[config.mk]
export PLATFORM = sky130hd
export DESIGN_NAME = ibuf_ctrl_flat
export DESIGN_NICKNAME = d
export VERILOG_FILES = /design/src/rtl/ibuf_pkg.sv /design/src/rtl/ibuf_if.sv /design/src/rtl/ibuf_ctrl.sv /design/src/flat_wrapper.sv
export SDC_FILE = /design/constraint.sdc
export NUM_CORES = 1
export LEC_CHECK = 0
export ABC_AREA = 1
export CAP_MARGIN = 20
export CORE_UTILIZATION = 45
export DETAILED_ROUTE_END_ITERATION = 6
export DONT_BUFFER_PORTS = 1
export PLACE_DENSITY = 0.68
export SLEW_MARGIN = 30
export SYNTH_ARGS = -nofsm -noshare
export SYNTH_HDL_FRONTEND = slang
export SYNTH_SLANG_ARGS = --single-unit
[constraint.sdc]
create_clock -name clk -period 13 [get_ports clk]
set_clock_uncertainty 0.15 [all_clocks]
set_input_delay 1.3 -clock clk [delete_from_list [all_inputs] [get_ports clk]]
set_output_delay 1.3 -clock clk [all_outputs]
set_load 0.05 [all_outputs]
[src/rtl/ibuf_pkg.sv]
// Shared definitions for the instruction prefetch queue: ring geometry,
// pointer widths and the fetch controller state encoding.
package ibuf_pkg;

  localparam int IBUF_WORDS = 16;
  localparam int IBUF_BYTES = 32;
  localparam int WR_PTR_W   = 5;
  localparam int RD_PTR_W   = 6;
  localparam int ADDR_W     = 20;
  localparam int DATA_W     = 16;

  typedef enum logic [1:0] {
    IDLE,
    FETCH,
    DISCARD
  } ibuf_state_e;

endpackage

[src/rtl/ibuf_if.sv]
// Word-fetch handshake between the prefetch controller (master) and the
// bus interface unit (slave).
interface ibuf_if;
  import ibuf_pkg::*;

  logic              fetch_req;
  logic [ADDR_W-1:0] fetch_addr;
  logic              fetch_ack;
  logic [DATA_W-1:0] fetch_data;

  modport master (
    output fetch_req,
    output fetch_addr,
    input  fetch_ack,
    input  fetch_data
  );

  modport slave (
    input  fetch_req,
    input  fetch_addr,
    output fetch_ack,
    output fetch_data
  );

endinterface

[src/rtl/ibuf_ctrl.sv]
// Prefetch-queue controller: fetches words from the BIU into the 16-word
// instruction ring and presents the decoder's valid byte window.
module ibuf_ctrl
  import ibuf_pkg::*;
(
  input  logic              clk,
  input  logic              rst,
  input  logic              flush,
  input  logic [ADDR_W-1:0] flush_addr,
  ibuf_if.master            bus,
  output logic              ram_we,
  output logic [3:0]        ram_waddr,
  output logic [DATA_W-1:0] ram_wdata,
  output logic [2:0]        ram_raddr,
  output logic [1:0]        byte_sel,
  output logic [2:0]        win_bytes,
  output logic [5:0]        avail,
  input  logic [2:0]        consume
);

  ibuf_state_e         state;
  logic                started;
  logic                fetch_req_q;
  logic [ADDR_W-1:0]   fetch_addr_q;
  logic [ADDR_W-1:0]   new_addr;
  logic [WR_PTR_W-1:0] wr_ptr;
  logic [WR_PTR_W-1:0] vis_ptr;
  logic                vis_pend;
  logic [RD_PTR_W-1:0] rd_ptr;
  logic [RD_PTR_W-1:0] rd_ptr_next;
  logic [5:0]          fill;
  logic [2:0]          room;
  logic [2:0]          take;
  logic [WR_PTR_W-1:0] words_used;
  logic [WR_PTR_W-1:0] words_after;
  logic                full;
  logic                stay;

  assign bus.fetch_req  = fetch_req_q;
  assign bus.fetch_addr = fetch_addr_q;

  // Only committed words count as available; a negative difference means the
  // skipped low byte after an odd flush is not yet backed by data.
  always_comb begin
    fill        = {vis_ptr, 1'b0} - rd_ptr;
    avail       = (fill > 6'(IBUF_BYTES)) ? 6'd0 : fill;
    room        = 3'd4 - {1'b0, rd_ptr[1:0]};
    win_bytes   = (avail < {3'b000, room}) ? avail[2:0] : room;
    byte_sel    = rd_ptr[1:0];
    take        = (consume > win_bytes) ? win_bytes : consume;
    if (rst)
      rd_ptr_next = '0;
    else if (flush)
      rd_ptr_next = {5'b0, flush_addr[0]};
    else
      rd_ptr_next = rd_ptr + {3'b000, take};
    ram_raddr   = rd_ptr_next[4:2];
    words_used  = wr_ptr - rd_ptr[5:1];
    full        = (words_used == 5'(IBUF_WORDS));
    words_after = wr_ptr + 5'd1 - rd_ptr_next[5:1];
    stay        = (words_after != 5'(IBUF_WORDS));
  end

  always_ff @(posedge clk) begin
    if (rst) begin
      state        <= IDLE;
      started      <= 1'b0;
      fetch_req_q  <= 1'b0;
      fetch_addr_q <= '0;
      new_addr     <= '0;
      wr_ptr       <= '0;
      vis_ptr      <= '0;
      vis_pend     <= 1'b0;
      rd_ptr       <= '0;
      ram_we       <= 1'b0;
      ram_waddr    <= '0;
      ram_wdata    <= '0;
    end else begin
      rd_ptr <= rd_ptr_next;
      ram_we <= 1'b0;
      if (flush) begin
        started  <= 1'b1;
        wr_ptr   <= '0;
        vis_ptr  <= '0;
        vis_pend <= 1'b0;
        if (bus.fetch_ack) begin
          state        <= IDLE;
          fetch_req_q  <= 1'b0;
          fetch_addr_q <= {flush_addr[ADDR_W-1:1], 1'b0};
        end else if (state == IDLE) begin
          state        <= FETCH;
          fetch_req_q  <= 1'b1;
          fetch_addr_q <= {flush_addr[ADDR_W-1:1], 1'b0};
        end else begin
          // The BIU still owns the old request, so the new address waits.
          state    <= DISCARD;
          new_addr <= {flush_addr[ADDR_W-1:1], 1'b0};
        end
      end else begin
        // A word becomes visible one edge after the RAM has stored it.
        vis_pend <= ram_we;
        vis_ptr  <= vis_ptr + {4'b0, vis_pend};
        case (state)
          IDLE: begin
            if (started && !full) begin
              state       <= FETCH;
              fetch_req_q <= 1'b1;
            end
          end
          FETCH: begin
            if (bus.fetch_ack) begin
              ram_we       <= 1'b1;
              ram_waddr    <= wr_ptr[3:0];
              ram_wdata    <= bus.fetch_data;
              wr_ptr       <= wr_ptr + 5'd1;
              fetch_addr_q <= fetch_addr_q + 20'd2;
              if (!stay) begin
                state       <= IDLE;
                fetch_req_q <= 1'b0;
              end
            end
          end
          DISCARD: begin
            if (bus.fetch_ack) begin
              state        <= IDLE;
              fetch_req_q  <= 1'b0;
              fetch_addr_q <= new_addr;
            end
          end
          default: begin
            state       <= IDLE;
            fetch_req_q <= 1'b0;
          end
        endcase
      end
    end
  end

  consume_within_window: assert property (
    @(posedge clk) disable iff (rst || flush) consume <= win_bytes
  );

endmodule

[src/flat_wrapper.sv]
// flat-port wrapper written by rule: the top's interface ports become plain ports
module ibuf_ctrl_flat import ibuf_pkg::*;
  (clk, rst, flush, flush_addr, ram_we, ram_waddr, ram_wdata, ram_raddr, byte_sel, win_bytes, avail, consume, bus_fetch_req, bus_fetch_addr, bus_fetch_ack, bus_fetch_data);
  ibuf_if bus_i ();
  input  logic clk;
  input  logic rst;
  input  logic flush;
  input  logic [ADDR_W-1:0] flush_addr;
  output logic ram_we;
  output logic [3:0] ram_waddr;
  output logic [DATA_W-1:0] ram_wdata;
  output logic [2:0] ram_raddr;
  output logic [1:0] byte_sel;
  output logic [2:0] win_bytes;
  output logic [5:0] avail;
  input  logic [2:0] consume;
  output wire logic [$bits(bus_i.fetch_req)-1:0] bus_fetch_req;
  output wire logic [$bits(bus_i.fetch_addr)-1:0] bus_fetch_addr;
  input wire logic [$bits(bus_i.fetch_ack)-1:0] bus_fetch_ack;
  input wire logic [$bits(bus_i.fetch_data)-1:0] bus_fetch_data;
  assign bus_fetch_req = bus_i.fetch_req;
  assign bus_fetch_addr = bus_i.fetch_addr;
  assign bus_i.fetch_ack = bus_fetch_ack;
  assign bus_i.fetch_data = bus_fetch_data;
  ibuf_ctrl u_core (.clk(clk), .rst(rst), .flush(flush), .flush_addr(flush_addr), .bus(bus_i), .ram_we(ram_we), .ram_waddr(ram_waddr), .ram_wdata(ram_wdata), .ram_raddr(ram_raddr), .byte_sel(byte_sel), .win_bytes(win_bytes), .avail(avail), .consume(consume));
endmodule
==> qor.csv, run 1 <==
metric,value,unit
ctsHtreeMaxLevel,3,
report.final.slew_viol_count,0,
fin_crit,8.15,ns
yosys_warnings,0,
cts_setup_buffers,0,
worst_path_max_delay_cell,sky130_fd_sc_hd__dfxtp_1,
routed_wire_length_per_instance,14.1,um
dpl.hpwl,8690,um
yosys.cell_count.top_type,sky130_fd_sc_hd__nand2_1,
ys_flop_type,sky130_fd_sc_hd__dfxtp_1,
vdd_drop_max,0.198,mV
synthTopCellsByCount,"sky130_fd_sc_hd__nand2_1, sky130_fd_sc_hd__inv_1, sky130_fd_sc_hd__dfxtp_1",
quantity_of_i_o_buffers_inserted_on_ports,0,
std_cell_rows,37,
post_cts_resized,0,
number_of_buffers_inserted_by_hold_repair_at_cts,0,
grt_start_max_net_pins,40,
worstSetupStartpointType,flop,
synth_instances,715,
num_antenna_cells,0,
ctsRootBufferMaster,sky130_fd_sc_hd__clkbuf_8,
min-delay-path-class,flop to flop,
timing.fmax,123,MHz
critical_path.max_stage_delay,0.78,ns
firstDrtPassIters,4,
max-cap-violations,0,
timing.critical_path.mode_cell,sky130_fd_sc_hd__nand2_1,
worst_slew_pin_slew,0.959,ns
clkLatencyLatePin,0.36,ns
grt_antenna_before_repair,0,
floorplan.die.width,106,um
core_area,0.0104,mm^2
cts_tree,yes,
p_sw_share,53.2,%
setup.worst_path.class,flop to output port,
synthDominantAreaCellType,sky130_fd_sc_hd__dfxtp_1,
grt_use_total,22.3,%
timing.final.setup_violations,0,
clk_pin_slew_worst_paths,0.08,ns
whs,0.303,ns
design.die.area,0.0112,mm^2
flow.area_growth_from_synthesis,4.75,%
detail_route.wirelength,11900,um
netlist_top_cells_area,"sky130_fd_sc_hd__dfxtp_1, sky130_fd_sc_hd__nand2_1, sky130_fd_sc_hd__inv_1, sky130_fd_sc_hd__a21oi_1, sky130_fd_sc_hd__ha_1",
cts-root-to-sink-buffers,2,
total_nets_final,769,
clkSinkCount,80,
rsz_0062_raised_after_global_routing,false,
finalHoldViolCount,0,
global_route_wire_length_before_repair,19900,um
worst-endpoint-arrival,6.70,ns
switching_power,0.000621,W
status,"complete, no violations",
ys_seq_area_share,33.0,%
flip_flop_and_latch_count_after_synthesis,80,
syn-cell-area,0.00485,mm^2
grt_remaining_overflow,0,
synth_fp_nets,786,
p_clk_share,15.0,%
slew_headroom,35.7,%
power.density,230,mW/mm^2
synth_cell_type_count,40,
initial_core_util,46.8,%
critical_path_required,11.55,ns
cts_buffer_count,9,
first_iter_violations,297,
synth_largest_type_area_fraction,33.0,%
p_int,0.000547,W
ys_async_sr_fraction,0,%
reg_power_share,30.7,%
pin_count,99,
crit_fanout,6,
vias,4474,
ant_nets,0,
postSynthAreaPerCell,6.78,um^2
fillcell_total,1063,
final.period_utilization,62.7,%
drive_gt1_share,7.68,%
finalWeightedCongestion,0.872,
drcViolationCount,0,
worstSetupEndpointType,output port,
leakage,2.27,nW
post_route_setup_tns,0,ns
routed_via_density,5.33,
combinationalPowerShare,54.2,%
edff_count_synth,0,
die_ht,106,um
via_count_of_the_first_global_routing_pass,4152,
through the flow:
stage	area, um^2	utilization (%)	cells	total power (W)	setup slack (ns)
finish	5080	49.0	839	0.00117	4.85
global route	5080	49.0	839	0.00127	4.11
CTS	5080	49.0	839	0.00117	4.82
detailed placement	4890	47.2	823	0.000996	5.11
global placement	4890	47.2	823	0.000978	4.97
floorplan	4850	-	715	0.000894	5.87
cell families (layout without fill, tap and decap cells):
family | count (synthesis) | after routing | share of synthesized area, %
other cells | 1 | 1 | 0.0773
xor+xnor | 12 | 12 | 2.32
simple gates | 314 | 314 | 29.7
flops | 80 | 80 | 33.0
fa+ha+maj | 28 | 28 | 7.53
buf+inv | 131 | 119 | 10.8
compound gates | 149 | 149 | 16.6
final cells by class:
type / instances / area, um^2 / share of cell area (%)
clock buffer: 14 / 173 / 3.40
tap: 136 / 170 / 3.35
sequential: 80 / 1600 / 31.5
inverter: 102 / 383 / 7.54
timing repair buffer: 1 / 7.51 / 0.148
clock inverter: 2 / 12.5 / 0.246
multi-input combinational: 504 / 2730 / 53.8
cell usage in the layout (no fill, tap or decap), types with 2 or more instances in the layout:
master                     count
sky130_fd_sc_hd__nand3_1      46
sky130_fd_sc_hd__o21ai_0      57
sky130_fd_sc_hd__o221ai_1      3
sky130_fd_sc_hd__fa_1          2
sky130_fd_sc_hd__nor3_1        6
sky130_fd_sc_hd__ha_1         26
sky130_fd_sc_hd__xor2_1        9
sky130_fd_sc_hd__or2_0         3
sky130_fd_sc_hd__inv_2         7
sky130_fd_sc_hd__nor2_4        3
sky130_fd_sc_hd__dfxtp_1      80
sky130_fd_sc_hd__a31oi_1       2
sky130_fd_sc_hd__xnor2_1       2
sky130_fd_sc_hd__clkbuf_1      2
sky130_fd_sc_hd__nand3b_1      5
sky130_fd_sc_hd__nand3_2       2
sky130_fd_sc_hd__nor2_2        5
sky130_fd_sc_hd__nand4_1       9
sky130_fd_sc_hd__nor2_1       77
sky130_fd_sc_hd__nand2_2       6
sky130_fd_sc_hd__or2_2         4
sky130_fd_sc_hd__a211oi_1      2
sky130_fd_sc_hd__nor3_2        3
sky130_fd_sc_hd__a21oi_1      68
sky130_fd_sc_hd__o211ai_1     13
sky130_fd_sc_hd__clkinv_1      2
sky130_fd_sc_hd__nand2_1     137
sky130_fd_sc_hd__clkbuf_8     12
sky130_fd_sc_hd__nand2_4       5
sky130_fd_sc_hd__inv_1        93
state kept, by name, indices dropped and copies added, names as in the netlist:
signal and cells:
u_core.rd_ptr 6, u_core.started 1, u_core.bus.fetch_addr 19, u_core.vis_pend 1, u_core.ram_waddr 4, u_core.new_addr 19
u_core.bus.fetch_req 1, u_core.state 2, u_core.ram_wdata 16, u_core.ram_we 1, u_core.vis_ptr 5, u_core.wr_ptr 5
worst paths after layout:
check,endpoint,slack [ns],depth (start not counted),startpoint
max,ram_raddr[2],4.85,34,u_core.rd_ptr[1]
max reg2reg,u_core.bus.fetch_req,5.13,46,u_core.rd_ptr[1]
min reg2reg,u_core.new_addr[5],0.30,2,u_core.new_addr[5]
min,u_core.new_addr[5],0.30,2,u_core.new_addr[5]
power groups by stage:
stage	registers, W	logic [W]	clock network, W
2_1_floorplan	0.000347	0.000547	0
5_1_grt	0.000364	0.000714	0.000190
3_5_place_dp	0.000365	0.000631	0
3_3_place_gp	0.000365	0.000613	0
6_report	0.000359	0.000633	0.000175
4_1_cts	0.000359	0.000633	0.000179
worst max-delay path, delay by kind of cell, from the launching register on:
kind                     cells  cell delay (ns)
buffers and inverters        5             0.86
AND/OR/NAND/NOR             20             2.04
AO/OA/AOI/OAI                4             1.22
flip-flops                   1             0.78
adder cells (fa/ha/maj)      5             1.42
layer usage:
metal	vias to the layer above	track usage [%]	wire [um]
li1	2281	-	-
met1	2041	28.6	5360
met5	-	0	0
met2	134	35.3	5380
met4	0	7.34	190
met3	18	7.11	939
Power figures use the tool's default switching activity.
==> inputs of run 2 (changes only) <==
--- a/config.mk
+++ b/config.mk
@@ -5,12 +5,12 @@
 export SDC_FILE = /design/constraint.sdc
 export NUM_CORES = 1
 export LEC_CHECK = 0
-export ABC_AREA = 1
+export ABC_AREA = 0
 export CAP_MARGIN = 20
 export CORE_UTILIZATION = 45
 export DETAILED_ROUTE_END_ITERATION = 6
 export DONT_BUFFER_PORTS = 1
-export PLACE_DENSITY = 0.68
+export PLACE_DENSITY = 0.7
 export SLEW_MARGIN = 30
 export SYNTH_ARGS = -nofsm -noshare
 export SYNTH_HDL_FRONTEND = slang
==> constraint.sdc (replaced) <==
create_clock -name clk -period 7.46 [get_ports clk]
set_clock_uncertainty 0.15 [all_clocks]
set_input_delay 0.746 -clock clk [delete_from_list [all_inputs] [get_ports clk]]
set_output_delay 0.746 -clock clk [all_outputs]
set_load 0.05 [all_outputs]
==> qor.csv, run 2 <==
metric,value,unit
synth_largest_type_area_fraction,34.4,%
edff_count_synth,0,
ctsHtreeMaxLevel,3,
cts_tree,yes,
finalWeightedCongestion,0.928,
critical_path.max_stage_delay,0.41,ns
clk_pin_slew_worst_paths,0.08,ns
ys_seq_area_share,34.4,%
report.final.slew_viol_count,0,
routed_wire_length_per_instance,15.4,um
flow.area_growth_from_synthesis,9.94,%
grt_start_max_net_pins,67,
min-delay-path-class,flop to flop,
synthDominantAreaCellType,sky130_fd_sc_hd__dfxtp_1,
worst_slack,0.354,ns
synthTopCellsByCount,"sky130_fd_sc_hd__nand2_1, sky130_fd_sc_hd__dfxtp_1, sky130_fd_sc_hd__a21oi_1, sky130_fd_sc_hd__nor2_1, sky130_fd_sc_hd__ha_1",
finalHoldViolCount,0,
cts_buffer_count,9,
ff_latch_area,0.00160,mm^2
netlist_top_cells_area,"sky130_fd_sc_hd__dfxtp_1, sky130_fd_sc_hd__nand2_1, sky130_fd_sc_hd__a21oi_1, sky130_fd_sc_hd__ha_1, sky130_fd_sc_hd__nor2_1",
p_clk_share,18.0,%
drcViolationCount,0,
worst_path_max_delay_cell,sky130_fd_sc_hd__fa_1,
vias,4157,
worst_slew_pin_slew,0.895,ns
grt_remaining_overflow,0,
yosys.cell_count.top_type,sky130_fd_sc_hd__nand2_1,
drive_gt1_share,10.1,%
ys_flop_type,sky130_fd_sc_hd__dfxtp_1,
ys_async_sr_fraction,0,%
crit_fanout,4,
die_ht,104,um
num_antenna_cells,0,
yosys_warnings,0,
fillcell_total,969,
ant_nets,0,
core_area,0.00991,mm^2
ctsRootBufferMaster,sky130_fd_sc_hd__clkbuf_8,
initial_core_util,47.0,%
multiInputGateArea,0.00287,mm^2
routed_via_density,5.64,
setup.worst_path.class,flop to flop,
clkLatencyLatePin,0.35,ns
fin_crit,7.11,ns
pin_count,99,
clkSinkCount,80,
slew_headroom,40.1,%
timing.final.setup_violations,0,
switching_power,0.000961,W
synth_instances,603,
floorplan.die.width,104,um
quantity_of_i_o_buffers_inserted_on_ports,0,
syn-cell-area,0.00466,mm^2
grt_antenna_before_repair,0,
dpl.hpwl,7790,um
worstSetupEndpointType,flop,
global_route_wire_length_before_repair,18700,um
firstDrtPassIters,4,
postSynthAreaPerCell,7.72,um^2
flip_flop_and_latch_count_after_synthesis,80,
grt_use_total,21.0,%
cts-root-to-sink-buffers,2,
p_int,0.00111,W
power.density,404,mW/mm^2
commonest_non_fill_non_tap_cells_in_the_layout,"sky130_fd_sc_hd__nand2_1, sky130_fd_sc_hd__dfxtp_1, sky130_fd_sc_hd__a21oi_1",
timing.critical_path.mode_cell,sky130_fd_sc_hd__inv_1,
timing.fmax,141,MHz
via_count_of_the_first_global_routing_pass,3994,
status,"complete, no violations",
leakage,1.92,nW
max-cap-violations,0,
power,0.00207,W
vdd_drop_max,0.325,mV
synth_fp_nets,674,
fin_util,51.7,%
first_iter_violations,244,
mostFrequentLayoutCell,sky130_fd_sc_hd__nand2_1,
total_nets_final,670,
std_cell_rows,36,
critical_path_required,7.53,ns
combinationalPowerShare,54.8,%
final.period_utilization,95.3,%
detailedPlace.worstSlack,0.0310,ns
reg_power_share,27.1,%
p_sw_share,46.5,%
worstSetupStartpointType,flop,
number_of_buffers_inserted_by_hold_repair_at_cts,0,
whs,0.303,ns
synth_cell_type_count,61,
worst-endpoint-arrival,7.18,ns
design.die.area,0.0108,mm^2
detail_route.wirelength,11300,um
run 2: logic make-up after synthesis:
group | after synthesis | synth area share (%)
AND/OR/NAND/NOR | 247 | 23.8
AO/OA/AOI/OAI | 147 | 20.5
flip-flops | 80 | 34.4
buffers and inverters | 61 | 5.56
XOR/XNOR | 32 | 6.32
adder cells (fa/ha/maj) | 28 | 7.85
multiplexers | 7 | 1.53
other | 1 | 0.0805
run 2: critical path, delay by kind of cell (launching register included):
family	cells	cell delay [ns]
xor+xnor	3	0.73
compound gates	11	1.90
fa+ha+maj	6	1.89
flops	1	0.37
buf+inv	3	0.22
mux	1	0.11
simple gates	10	1.60
run 2: final cells by class:
cell class	count	area share, %
Multi-Input combinational cell	462	56.0
Clock inverter	2	1.17
Timing Repair Buffer	21	3.08
Inverter	25	1.83
Tap cell	133	3.25
Sequential cell	80	31.3
Clock buffer	14	3.37
run 2: through the flow:
stage | TNS, ns | cell area (um^2) | instances
after floorplan | 0 | 4670 | 603
after global placement | 0 | 4810 | 718
after detailed placement | 0 | 4820 | 718
after CTS | 0 | 5050 | 734
after global routing | -0.0638 | 5120 | 737
final | 0 | 5120 | 737
run 2: path summary, 6_finish.rpt:
| path | from | end | slack [ns] | cells after the start |
|---|---|---|---|---|
| worst min register to register | u_core.new_addr[1] | u_core.new_addr[1] | 0.30 | 2 |
| worst max register to register | u_core.vis_ptr[0] | u_core.bus.fetch_req | 0.35 | 34 |
| worst max-delay path | u_core.vis_ptr[0] | u_core.bus.fetch_req | 0.35 | 34 |
| worst min-delay path | u_core.new_addr[1] | u_core.new_addr[1] | 0.30 | 2 |
run 2: power by group through the flow:
| stage | Combinational, W | Sequential [W] | Clock, W |
|---|---|---|---|
| after floorplan | 0.000847 | 0.000560 | 0 |
| after global placement | 0.00103 | 0.000570 | 0 |
| after detailed placement | 0.00106 | 0.000570 | 0 |
| after CTS | 0.00107 | 0.000560 | 0.000380 |
| after global routing | 0.00123 | 0.000566 | 0.000398 |
| final | 0.00113 | 0.000561 | 0.000373 |
run 2: timing repair:
item,4_1_cts,5_1_grt
buffers inserted,0,3
resized for setup,0,11
endpoints found under the setup margin,0,4
hold endpoints to repair,0,0
run 2: routing by layer:
layer  share of wire, %  global-route usage (%)  vias to the layer above
li1                   -                       -                     2070
met1                 44                    26.3                     1934
met4                1.8                    9.80                        0
met5                  0                       0                        -
met3                6.5                    4.34                       18
met2                 48                    34.7                      135
